File: config.mk
export PLATFORM = sky130hd
export DESIGN_NAME = spi_frame_tx
export DESIGN_NICKNAME = d
export VERILOG_FILES = /design/src/rtl/spi_frame_tx.sv
export SDC_FILE = /design/constraint.sdc
export NUM_CORES = 1
export LEC_CHECK = 0
export ABC_CLOCK_PERIOD_IN_PS = 4500
export CORE_ASPECT_RATIO = 1.25
export CORE_MARGIN = 2
export CORE_UTILIZATION = 50
export CTS_CLUSTER_DIAMETER = 120
export DETAILED_ROUTE_END_ITERATION = 10
export PLACE_DENSITY = 0.72
export SLEW_MARGIN = 10
export SYNTH_ARGS = -nofsm -noshare
export SYNTH_HDL_FRONTEND = slang
export SYNTH_SLANG_ARGS = --single-unit
File: constraint.sdc
create_clock -name clk -period 4.5 [get_ports clk]
set_input_delay 0.675 -clock clk [delete_from_list [all_inputs] [get_ports clk]]
set_output_delay 0.675 -clock clk [all_outputs]
set_load 0.02 [all_outputs]
File: src/rtl/spi_frame_tx.sv
// Serialises 16-bit pixel words MSB first onto a chip-select-less SPI link
// (mode 0, spi_clk idles low) and tracks word position within a panel frame.
module spi_frame_tx #(
  parameter int unsigned CLK_DIV         = 2,
  parameter int unsigned GAP_CYCLES      = 0,
  parameter int unsigned WORDS_PER_FRAME = 2048
) (
  input  logic        clk,
  input  logic        reset,
  input  logic [15:0] in_data,
  input  logic        in_valid,
  output logic        in_ready,
  output logic        spi_clk,
  output logic        spi_mosi,
  output logic        busy,
  output logic        frame_done,
  output logic [10:0] word_count
);

  localparam logic [7:0]  DIV_LOAD = 8'(CLK_DIV - 1);
  localparam logic [7:0]  GAP_LOAD = 8'(GAP_CYCLES - 1);
  localparam logic [10:0] WC_LAST  = 11'(WORDS_PER_FRAME - 1);

  typedef enum logic [1:0] {IDLE, SHIFT_LOW, SHIFT_HIGH, GAP} state_t;

  state_t      state_q, state_d;
  logic [15:0] shreg_q, shreg_d;
  logic [3:0]  bit_cnt_q, bit_cnt_d;
  logic [7:0]  div_cnt_q, div_cnt_d;
  logic        spi_clk_q, spi_clk_d;
  logic        spi_mosi_q, spi_mosi_d;
  logic        busy_q, busy_d;
  logic        frame_done_q, frame_done_d;
  logic [10:0] word_count_q, word_count_d;

  always_comb begin
    state_d      = state_q;
    shreg_d      = shreg_q;
    bit_cnt_d    = bit_cnt_q;
    div_cnt_d    = div_cnt_q;
    spi_clk_d    = spi_clk_q;
    spi_mosi_d   = spi_mosi_q;
    busy_d       = busy_q;
    frame_done_d = 1'b0;
    word_count_d = word_count_q;

    case (state_q)
      IDLE: begin
        if (in_valid) begin
          shreg_d    = in_data;
          bit_cnt_d  = 4'd15;
          spi_mosi_d = in_data[15];
          spi_clk_d  = 1'b0;
          div_cnt_d  = DIV_LOAD;
          busy_d     = 1'b1;
          state_d    = SHIFT_LOW;
        end
      end
      SHIFT_LOW: begin
        if (div_cnt_q == 8'd0) begin
          spi_clk_d = 1'b1;
          div_cnt_d = DIV_LOAD;
          state_d   = SHIFT_HIGH;
        end else begin
          div_cnt_d = div_cnt_q - 8'd1;
        end
      end
      SHIFT_HIGH: begin
        if (div_cnt_q == 8'd0) begin
          spi_clk_d = 1'b0;
          if (bit_cnt_q != 4'd0) begin
            // Next bit is launched on the falling edge so it is settled well before the next rise.
            bit_cnt_d  = bit_cnt_q - 4'd1;
            shreg_d    = shreg_q << 1;
            spi_mosi_d = shreg_q[14];
            div_cnt_d  = DIV_LOAD;
            state_d    = SHIFT_LOW;
          end else begin
            spi_mosi_d = 1'b0;
            if (word_count_q == WC_LAST) begin
              word_count_d = 11'd0;
              frame_done_d = 1'b1;
            end else begin
              word_count_d = word_count_q + 11'd1;
            end
            if (GAP_CYCLES != 0) begin
              div_cnt_d = GAP_LOAD;
              state_d   = GAP;
            end else begin
              busy_d  = 1'b0;
              state_d = IDLE;
            end
          end
        end else begin
          div_cnt_d = div_cnt_q - 8'd1;
        end
      end
      GAP: begin
        if (div_cnt_q == 8'd0) begin
          busy_d  = 1'b0;
          state_d = IDLE;
        end else begin
          div_cnt_d = div_cnt_q - 8'd1;
        end
      end
      default: state_d = IDLE;
    endcase
  end

  always_ff @(posedge clk or posedge reset) begin
    if (reset) begin
      state_q      <= IDLE;
      shreg_q      <= 16'd0;
      bit_cnt_q    <= 4'd0;
      div_cnt_q    <= 8'd0;
      spi_clk_q    <= 1'b0;
      spi_mosi_q   <= 1'b0;
      busy_q       <= 1'b0;
      frame_done_q <= 1'b0;
      word_count_q <= 11'd0;
    end else begin
      state_q      <= state_d;
      shreg_q      <= shreg_d;
      bit_cnt_q    <= bit_cnt_d;
      div_cnt_q    <= div_cnt_d;
      spi_clk_q    <= spi_clk_d;
      spi_mosi_q   <= spi_mosi_d;
      busy_q       <= busy_d;
      frame_done_q <= frame_done_d;
      word_count_q <= word_count_d;
    end
  end

  // Ready drops immediately with reset so nothing is accepted into a block being cleared.
  assign in_ready   = (state_q == IDLE) && !reset;
  assign spi_clk    = spi_clk_q;
  assign spi_mosi   = spi_mosi_q;
  assign busy       = busy_q;
  assign frame_done = frame_done_q;
  assign word_count = word_count_q;

endmodule

# == Word level (Yosys, flattened, before mapping) ==
# Index checks and enable logic that the tools add are counted.
# op_classes
bitwise_logic,1
reduce_logical,15
n_eq_ne,12
muxes,37
n_addsub,3
# ops
op,n
$mux 15,3
$mux 8,5
$pmux 8 s4,1
$pmux 15 s2,1
$mux 1,14
$ne 2x2->1 const B,7
$mux 4,3
$reduce_and 4->1,3
$add 11x1->11 const B,1
$eq 11x11->1 const B,1
$mux 11,1
$reduce_and 3->1,3
$logic_not 8->1,1
$mux 2,4
$pmux 2 s4,1
$pmux 4 s2,1
$sub 8x1->8 const B,1
$pmux 1 s3,2
$reduce_bool 3->1,2
$reduce_and 5->1,1
$eq 2x2->1 const B,2
$reduce_bool 4->1,1
$sub 4x1->4 const B,1
$ne 3x3->1 const B,1
other kinds (7),7
# totals
register_bits,44
output_inout_bits,16
elab_cells,77

# == Logic depth before layout (Yosys ltp) ==
# logic_depth
ltp_word,5
mapped_depth,8
depth_no_buf,6

# == Least setup slack after synthesis ==
# OpenSTA, ideal clock, no wires.
# synth_timing
path_type,register -> register
start,reg div_cnt_q[0]
end,"reg busy_q, in the netlist busy"
slack_ps,2679
t_required_ps,4374
setup_ps,126
t_arrival_ps,1695
path_stages_with_launch,7
n_path_buf,0
cell_sequence,dfrtp_1 -> inv_1 -> ha_1 -> or4b_4 -> nor2_2 -> o21ai_1 -> a221o_1
# synth_via
elab_chain_len,3
word_cells_on_any_way,4
# synth_rtl
item,line,source
"start, declared",29,"logic [7:0] div_cnt_q, div_cnt_d;"
"start signal, assigned",125,div_cnt_q <= div_cnt_d;
$logic_not 8->1 (*),"69, 99",
$ne 2x2->1 (no line),-,
$reduce_and 5->1 (no line) (*),-,
"end signal, assigned",128,busy_q <= busy_d;
"end, declared",32,"logic busy_q, busy_d;"
# Every way passes the cells marked *; elsewhere a longest branch is shown, timed or not.
# A chain may end at the register's enable or synchronous reset.

# == Worst setup path after layout ==
# layout_timing
start,reg state_q[1]
end,out in_ready
# layout_via
elab_chain_len,2
# layout_rtl
item,line,source
"start, declared",26,"state_t state_q, state_d;"
"start signal, assigned",122,state_q <= state_d;
$logic_not 2->1,135,assign in_ready = (state_q == IDLE) && !reset;
$logic_and 1x1->1,135,
"end, declared",12,"output logic in_ready,"
# Every way passes these cells.

==> impl_metrics.ini <==
[timing]
min_period_ns = 2.66
fin_setup_tns_ns = 0
period_share_pct = 59.2
max_freq_mhz = 375
fin_skew_ns = 0.00268
rsz0062_at_grt = false
drv_slew = 0
setup_viol = 0
worst_pin_slew_ns = 0.858
hold_viol_final = 0
timing.hold.ws_ns = 0.499
max_slew_margin_pct = 42.3

[route]
dr.pass1.iters = 4
vias_per_cell = 5.76
wl_per_cell_um = 14.5
vias = 1930
ant_nets = 0
wirelength_mm = 4.87
drt_iter0_drc = 105
drc = 0

[critical_path]
rr_endpoint = word_count[7]
crit_buf_inv = 3
cp-start-kind = flip-flop
rrSetupSlack_ns = 1.95
endpoint_kind = output port
critPathMaxFanout = 9
worstPathCellList = inv_1, ha_1, inv_1, nor2_1, clkdlybuf4s50_1
critical_path_class = reg -> out
reg2reg_depth = 8
cp_data_required_time_ns = 3.83
slowest_delay_ns = 0.61
slowest_stage = clkdlybuf4s50_1
arrival_ns = 1.99
path_depth = 5
crit_top_cell = inv_1
critPathTopFamily = buffers and inverters
r2r_start = state_q[0]

[clocking]
ctsResizeCount = 0
cts_hold_buf = 0
clock_latency_ns = 0.30
cts_tree = yes
clk_pin_slew_ns = 0.08
post_cts_buffers = 0
clockBufferDepth = 2
cts_sinks = 44
cts-buffers-inserted = 5
h-tree-depth = 2
clockRootBuffer = clkbuf_8

[global_routing]
gr-total-overflow = 0
grt_first_pass_wirelength_mm = 8.25
grt_pass1_vias = 1894
antenna_found_initial = 0
track_usage_pct = 19.8
grt_max_degree = 45

[cells_and_area]
multi_input_area_sq_um = 1190
insertedDiodeCount = 0
seq_area_sq_um = 1100
drive_gt1_share_pct = 8.73
area_growth_pct = 20.0
fin_nets = 301
fill_cells = 413

[die]
die_w_um = 66.1
core-area_sq_um = 4690
initial_core_util_pct = 51.3
rows = 28
ios = 35
dieHeight_um = 81.6
dieArea_sq_um = 5390

[flow_run]
drv_cap = 0

[synth]
synth_flop_cell = dfrtp_1
syn_area_per_cell_sq_um = 10.0
yosys_register_bits = 44
async_flop_share_pct = 100
yosysMostFrequentCell = dfrtp_1
synth_commonest_cells = dfrtp_1, a21oi_1, a31oi_1, mux2i_1
synth_top_area_cell = dfrtp_1
synth_fp_nets = 267
synth_cell_types = 54
syn-instance-count = 240
syn_area_sq_um = 2410
synth_area_leaders = dfrtp_1, mux2i_1, a31oi_1, a21oi_1, ha_1
yosysWarnings = 0
synth_edf_count = 0
synth_top_area_share_pct = 45.7
yosysSeqAreaShare_pct = 45.7

[run_status]
status = finished clean

[placement]
gp_congestion = 0.841
port_buffers = 34
dp_hpwl_mm = 3.48

[power_and_ir_drop]
power.density_nw_per_um2 = 235
ir_worst_vdd_mv = 0.172
p_leak_uw = 0.00134

[worst_hold_path]
worstHoldStart = shreg_q[14]
min_path_type = reg -> reg
hold-path-endpoint = spi_mosi
min_path_cells = 1
-- cell usage in the layout (no fill, tap or decap), drive strengths merged, types with 2 or more instances in the layout --
cell type / synthesis / final
a21boi: 3 / 3
a21o: 2 / 2
a21oi: 21 / 21
a22o: 2 / 2
a22oi: 2 / 2
a31oi: 17 / 17
and3: 2 / 2
and4: 2 / 2
buf: 6 / 4
clkbuf: 5 / 7
clkdlybuf4s50: 0 / 34
dfrtp: 44 / 44
ha: 8 / 8
inv: 14 / 13
mux2i: 16 / 16
nand2: 14 / 14
nand2b: 3 / 3
nand3: 6 / 6
nand4: 5 / 5
nor2: 14 / 14
nor2b: 2 / 2
nor3: 8 / 8
o21ai: 12 / 12
o21bai: 2 / 2
or3: 3 / 3
xnor2: 5 / 5
xor2: 2 / 2
-- report_power, final --
group	leakage [uW]	total, uW	internal [uW]	switching [uW]
Combinational	0.000703	24.6	14.6	9.95
Sequential	0.000590	395	395	0
Clock	0.0000445	260	125	135
Total	0.00134	679	534	145
-- kinds of logic (layout without fill, tap and decap cells) --
group,after synthesis,count (layout),synth area share [%]
AO/OA/AOI/OAI,76,76,20.8
AND/OR/NAND/NOR,64,64,15.4
flip-flops,44,44,45.7
buffers and inverters,25,60,4.73
multiplexers,16,16,6.65
adder cells (fa/ha/maj),8,8,4.16
XOR/XNOR,7,7,2.55
-- flip-flops by register name (all words and copies together) (netlist names) --
signal / count
shreg_q: 15
word_count: 11
bit_cnt_q: 4
state_q: 2
spi_clk: 1
div_cnt_q: 8
busy: 1
frame_done: 1
spi_mosi: 1
-- stage by stage --
| step | power (uW) | worst slack (ns) | instance area [sq um] | util (%) | cells |
|---|---|---|---|---|---|
| 2_1_floorplan | 409 | 2.68 | 2410 | - | 240 |
| 3_3_place_gp | 428 | 2.03 | 2790 | 59.5 | 327 |
| 3_5_place_dp | 428 | 1.96 | 2790 | 59.5 | 327 |
| 4_1_cts | 689 | 1.85 | 2890 | 61.5 | 335 |
| 5_1_grt | 705 | 1.69 | 2890 | 61.5 | 335 |
| 6_report | 679 | 1.84 | 2890 | 61.5 | 335 |
-- per-layer routing --
metal	vias up	part of all wire, %	global-route usage [%]
met5	-	0	0
met4	0	2.1	8.16
met3	10	2.3	3.70
met2	27	50	34.9
met1	937	46	23.6
li1	956	-	-
-- layout make-up --
| cell class | instances | area share (%) |
|---|---|---|
| repair buffers | 38 | 12.8 |
| well taps | 60 | 2.60 |
| multi-input cells | 171 | 41.4 |
| flip-flops and latches | 44 | 38.1 |
| clock buffers | 7 | 2.99 |
| clock inverters | 1 | 0.260 |
| inverters | 14 | 1.82 |
-- how the worst max path moves through the flow --
stage | start | end
after floorplan | div_cnt_q[0] | busy
after global placement | state_q[0] | word_count[5]
after detailed placement | state_q[0] | word_count[9]
after CTS | state_q[1] | in_ready
after global routing | state_q[0] | word_count[9]
final | state_q[1] | in_ready
(Power assumes the default switching activity.)
